## config.mk

```make
export PLATFORM = sky130hd
export DESIGN_NAME = quant_writeback
export DESIGN_NICKNAME = d
export VERILOG_FILES = /design/src/rtl/smac_wb_pkg.sv /design/src/rtl/quant_writeback.sv
export SDC_FILE = /design/constraint.sdc
export NUM_CORES = 1
export LEC_CHECK = 0
export CORE_ASPECT_RATIO = 1.4
export CORE_MARGIN = 1.5
export CORE_UTILIZATION = 25
export DETAILED_ROUTE_END_ITERATION = 7
export GPL_ROUTABILITY_DRIVEN = 0
export PLACE_DENSITY = 0.59
export SLEW_MARGIN = 20
export SYNTH_ARGS = -nofsm -noshare
export SYNTH_HDL_FRONTEND = slang
export SYNTH_SLANG_ARGS = --single-unit
```

## constraint.sdc

```tcl
create_clock -name clk -period 1.6 [get_ports clk]
set_input_delay 0.24 -clock clk [delete_from_list [all_inputs] [get_ports clk]]
set_output_delay 0.24 -clock clk [all_outputs]
set_load 0.005 [all_outputs]
```

## src/rtl/smac_wb_pkg.sv

```systemverilog
// smac_wb_pkg: shared write-back FSM states and default burst geometry
package smac_wb_pkg;
  typedef enum logic [2:0] {IDLE, FETCH, CAPTURE, WRITE, CLEAR} wb_state_t;
  localparam int WB_N_WORDS = 16;
  localparam int WB_DATA_W = 8;
  localparam int WB_ADDR_W = 10;
endpackage

```

## src/rtl/quant_writeback.sv

```systemverilog
// quant_writeback: streams quantized words from the result buffer to memory, then clears the done flag
// Optional build macro WB_PARITY_EN appends an even-parity bit as the MSB of mem_wdata.
module quant_writeback
  import smac_wb_pkg::*;
#(
  parameter int N_WORDS = WB_N_WORDS,
  parameter int DATA_W = WB_DATA_W,
  parameter int ADDR_W = WB_ADDR_W,
  localparam int IDX_W = (N_WORDS > 1) ? $clog2(N_WORDS) : 1,
`ifdef WB_PARITY_EN
  localparam int WD_W = DATA_W + 1
`else
  localparam int WD_W = DATA_W
`endif
) (
  input  logic              clk,
  input  logic              rst_n,
  input  logic              quant_done_flag,
  input  logic [ADDR_W-1:0] base_addr,
  output logic              rd_en,
  output logic [IDX_W-1:0]  rd_idx,
  input  logic [DATA_W-1:0] rd_data,
  output logic              mem_we,
  output logic [ADDR_W-1:0] mem_addr,
  output logic [WD_W-1:0]   mem_wdata,
  input  logic              mem_ready,
  output logic              clear,
  output logic              busy
);
  wb_state_t state, state_n;
  logic [IDX_W-1:0] cnt, cnt_n, rd_idx_n;
  logic [ADDR_W-1:0] base, base_n, mem_addr_n;
  logic [WD_W-1:0] mem_wdata_n;
  logic rd_en_n, mem_we_n, clear_n;
  logic last;
  assign last = cnt == IDX_W'(N_WORDS - 1);
  always_ff @(posedge clk or negedge rst_n) begin
    if (!rst_n) begin
      state <= IDLE;
      cnt <= '0;
      base <= '0;
      rd_en <= 1'b0;
      rd_idx <= '0;
      mem_we <= 1'b0;
      mem_addr <= '0;
      mem_wdata <= '0;
      clear <= 1'b0;
      busy <= 1'b0;
    end else begin
      state <= state_n;
      cnt <= cnt_n;
      base <= base_n;
      rd_en <= rd_en_n;
      rd_idx <= rd_idx_n;
      mem_we <= mem_we_n;
      mem_addr <= mem_addr_n;
      mem_wdata <= mem_wdata_n;
      clear <= clear_n;
      busy <= state_n != IDLE;
    end
  end
  // Outputs are computed for the state being entered so they are registered yet aligned with it.
  always_comb begin
    state_n = state;
    cnt_n = cnt;
    base_n = base;
    rd_en_n = 1'b0;
    rd_idx_n = rd_idx;
    mem_we_n = mem_we;
    mem_addr_n = mem_addr;
    mem_wdata_n = mem_wdata;
    clear_n = 1'b0;
    case (state)
      IDLE: if (quant_done_flag) begin
        base_n = base_addr;
        cnt_n = '0;
        rd_en_n = 1'b1;
        rd_idx_n = '0;
        state_n = FETCH;
      end
      FETCH: state_n = CAPTURE;
      CAPTURE: begin
`ifdef WB_PARITY_EN
        mem_wdata_n = {^rd_data, rd_data};
`else
        mem_wdata_n = rd_data;
`endif
        mem_addr_n = base + ADDR_W'(cnt);
        mem_we_n = 1'b1;
        state_n = WRITE;
      end
      WRITE: if (mem_ready) begin
        mem_we_n = 1'b0;
        state_n = last ? CLEAR : FETCH;
        clear_n = last;
        rd_en_n = !last;
        cnt_n = last ? cnt : cnt + 1'b1;
        rd_idx_n = last ? rd_idx : cnt + 1'b1;
      end
      CLEAR: state_n = IDLE;
      default: state_n = IDLE;
    endcase
  end
endmodule

```

# Word-level counts from Yosys, hierarchy flattened
# Cells that the tools add are included.
[totals]
reg_bits = 39
[classes]
add_sub_neg = 2
eq_ne = 7
mux = 15
reduce_logical = 8
[ops]
columns = ["operator", "count"]
rows = [
  ["4-bit 2-to-1 mux", 3],
  ["3-bit one-hot mux with 4 select lines", 1],
  ["10-bit by 4-bit adder with 10-bit output", 1],
  ["3-bit 2-to-1 mux", 3],
  ["4-bit one-hot mux with 2 select lines", 1],
  ["3-bit by 2-bit == test with 1-bit output (second input constant)", 2],
  ["2-bit inequality test (second input constant)", 3],
  ["1-bit 2-to-1 mux", 5],
  ["4-bit by 1-bit adder with 4-bit output (second input constant)", 1],
  ["4-bit == test (second input constant)", 1],
  ["1-bit one-hot mux with 2 select lines", 2],
  ["2-bit AND reduction", 2],
  ["4-bit AND reduction", 1],
  ["2-bit nonzero test", 2],
  ["3-bit by 1-bit == test with 1-bit output (second input constant)", 1],
  ["3-bit zero test", 1],
  ["3-bit nonzero test", 1],
  ["1-bit zero test", 1],
]

# Depth between registers and ports, before layout
[depth]
ltp_word = 5
mapped_depth = 8
depth_no_buf = 8

# Worst setup path before layout
# No wires, ideal clock.
[synth_path]
path_kind = "register to register"
startpoint = "register cnt[0]"
endpoint = "register mem_addr[8]"
setup_time_ns = 0.127
t_arrival_ns = 1.629
path_slack_ns = -0.156
stages_incl_launch_ff = 9
n_path_buf = 0
cell_sequence = "dfrtp_1 -> ha_1 -> inv_1 -> fa_1 -> nor2b_1 -> o21ai_0 -> a21oi_1 -> xnor2_1 -> o21ai_0"
[synth_via]
elab_chain_len = 1
[synth_rtl]
columns = ["item", "line", "rtl"]
rows = [
  ["start, declared", "quant_writeback.sv:31", "logic [IDX_W-1:0] cnt, cnt_n, rd_idx_n;"],
  ["start signal, assigned", "quant_writeback.sv:51", "cnt <= cnt_n;"],
  ["10-bit by 4-bit adder with 10-bit output", "quant_writeback.sv:88", "mem_addr_n = base + ADDR_W'(cnt);"],
  ["end signal, assigned", "quant_writeback.sv:56", "mem_addr <= mem_addr_n;"],
  ["end, declared", "quant_writeback.sv:24", "output logic [ADDR_W-1:0] mem_addr,"],
]
# Every way passes these cells.
# A chain may end at the register's enable or synchronous reset.

# Final worst setup path
[layout_path]
startpoint = "register base[0]"
endpoint = "register mem_addr[6]"
[layout_via]
elab_chain_len = 1
[layout_rtl]
columns = ["item", "line", "rtl"]
rows = [
  ["start, declared", "quant_writeback.sv:32", "logic [ADDR_W-1:0] base, base_n, mem_addr_n;"],
  ["start signal, assigned", "quant_writeback.sv:52", "base <= base_n;"],
  ["10-bit by 4-bit adder with 10-bit output", "quant_writeback.sv:88", ""],
]
# Every way passes these cells.

==> results.txt <==
Largest net degree at the start of global routing = 29
Crit path max fanout = 3
CP bufs+invs = 1
RSZ-0062 raised after global routing = yes
F_max = 598 MHz
Detailed Place HPWL = 2700 um
Total chip power = 0.00476 W
Final setup violating endpoints = 3
Clock transition at path regs = 0.07 ns
Delay-heaviest family, CP = adder cells
Setup CP Type = register to register
Status = finished, violations left
Fin crit period = 1.67 ns
First-pass GRT wire length = 6260 um
Sw power = 0.00155 W
Final hold violation count = 0
CP endpoint kind = register
Average cell area after synthesis = 10.4 sq um
Layout cells sized above 1 = 22.0%
Combinational power share = 49.2%
Grt ovf = 0
Register share of total power = 35.7%
DRT antenna net count = 0
Setup Skew = 0.00454 ns
Min-Delay Path Class = primary input to asynchronous set/reset pin
Critical path's slowest cell = dfrtp_1
Slew @ Worst Pin = 0.440 ns
Synthesis-stage register bit count = 39
Die W = 73.2 um
Mapped Cells = 166
Routed vias/inst = 4.22
Syn nets = 194
Final WS setup = -0.0735 ns
CTS Buffer Depth = 2
Utilization after layout = 40.1%
Clock power share = 15.1%
Critical Path RT = 1.77 ns
Arr. time, crit path = 1.85 ns
Most common cell after layout, fill and taps aside = nand2_1
GRT Overall Usage = 10.8%
Core Rows = 35
DIE AREA = 7420 sq um
CORE AREA = 6610 sq um
VDD IR max = 0.000528 V
Max-slew headroom = 70.7%
CTS H-tree depth = 2
CTS sink cnt = 39
WHS = 0.423 ns
Chain of cells forming the critical path = ha_2 -> inv_2 -> fa_2 -> nor2b_4 -> o21ai_4 -> a21oi_2 -> xnor2_2 -> o21ai_1
Vias in the first global route = 1377
Failing checks = setup timing
Startpoint Class = register
Initial Util = 26.1%
Final period util = 105%
I/O Buffers = 47
CTS tree = yes
Synth unique cells = 30
IO Pins = 48
Starting DRT DRC Count = 40
Antenna fix cells = 0
Synth warnings = 0
Die Height = 101 um
Non-filler cells, final = 328
Via count = 1384
Wire length per cell = 11.1 um
Slowest Stage Delay on Critical Path = 0.36 ns
Switching part of the total power = 32.5%
Netlist Area Pre-Place = 1730 sq um
Nets = 263
Fillers = 651
Fin Setup TNS = -0.134 ns
Max-Cap Viols = 0
Max Slew Vio Count = 0
Leakage = 1.18 nW
Total CTS buffers = 5
Initial antenna violation count = 0
Sequential fraction of the synthesis area = 56.6%
Most frequent cells in the layout = nand2_1, clkdlybuf4s50_1, dfrtp_1, buf_4, o21ai_0
DRC violations left = 0
Dpl cells = 315
CTS root buf = clkbuf_8
Area grow syn2layout = 53.7%
1st-pass router iterations = 4
Power Density = 1800 nW/um^2
Worst-Skew Late Latency = 0.29 ns
Internal = 0.00322 W
DRT Wirelength = 3660 um
cell usage after synthesis (all sizes together):
cell type / number / area [sq um]
mux2: 9 / 101
fa: 1 / 20.0
nor2b: 4 / 25.0
nor3: 3 / 15.0
and4b: 1 / 10.0
nand2b: 1 / 6.26
nand3: 5 / 25.0
nand3b: 1 / 7.51
xnor2: 6 / 52.6
or3: 1 / 6.26
and3: 1 / 6.26
buf: 4 / 20.0
nor2: 2 / 7.51
a21oi: 5 / 25.0
nand4: 1 / 6.26
ha: 5 / 62.6
inv: 4 / 15.0
o21a: 1 / 7.51
and2b: 2 / 16.3
dfrtp: 39 / 976
clkbuf: 1 / 3.75
nor4b: 1 / 8.76
nor3b: 2 / 15.0
xor2: 2 / 17.5
o21ai: 15 / 75.1
a211oi: 1 / 7.51
nand2: 47 / 179
a21o: 1 / 7.51
cells by family (layout without fill, tap and decap cells):
group | Yosys count | after routing | share of synthesized area, %
simple gates | 72 | 72 | 19.4
fa+ha+maj | 6 | 6 | 4.79
buf+inv | 9 | 79 | 2.25
xor+xnor | 8 | 8 | 4.06
compound gates | 23 | 23 | 7.11
mux | 9 | 9 | 5.87
flops | 39 | 39 | 56.6
layer usage:
metal	vias up	track usage, %	routed length (um)
met5	-	0	0
li1	691	-	-
met2	33	18.0	1890
met4	0	4.79	80
met1	655	13.2	1520
met3	5	2.29	162
sequential cells by signal (all words and copies together), names as in the netlist, 3 cells and up:
register   count
cnt            4
mem_wdata      8
base          10
state          3
mem_addr      10
metrics by stage:
stage / cell area [sq um] / setup WS, ns
finish: 2650 / -0.0735
global route: 2650 / -0.159
CTS: 2560 / -0.0467
detailed placement: 2430 / -0.0673
global placement: 2430 / -0.0467
floorplan: 1730 / -0.0614
worst paths after layout:
check | startpoint | to | slack (ns) | cells past startpoint
worst min-delay path | rst_n | clear | 0.42 | 2
max in group asynchronous | rst_n | mem_wdata[2] | 0.72 | 3
worst max register to register | base[0] | mem_addr[6] | -0.07 | 8
worst min register to register | mem_we | mem_we | 0.48 | 2
worst max-delay path | base[0] | mem_addr[6] | -0.07 | 8
min in group clk | mem_we | mem_we | 0.48 | 2
power groups by stage:
| stage | clock (W) | sequential, W | combinational (W) |
|---|---|---|---|
| after global routing | 0.000791 | 0.00176 | 0.00260 |
| final | 0.000718 | 0.00170 | 0.00235 |
| after floorplan | 0 | 0.00173 | 0.000996 |
| after detailed placement | 0 | 0.00171 | 0.00212 |
| after global placement | 0 | 0.00170 | 0.00209 |
| after CTS | 0.000750 | 0.00169 | 0.00217 |
timing repair:
action                     4_1_cts  5_1_grt
hold buffers                     1        0
setup endpoints to repair        4        8
buffers inserted                 1        3
pin swaps                        2        6
resized for setup                5       13
hold endpoints to repair        18        0
final cells by class:
cell class,count,area [sq um],share of cell area [%]
inverters,4,15.0,0.566
repair buffers,67,651,24.5
flip-flops and latches,39,976,36.8
clock buffers,8,100,3.77
multi-input cells,118,796,30.0
well taps,92,115,4.34
Power figures use the tool's default switching activity.
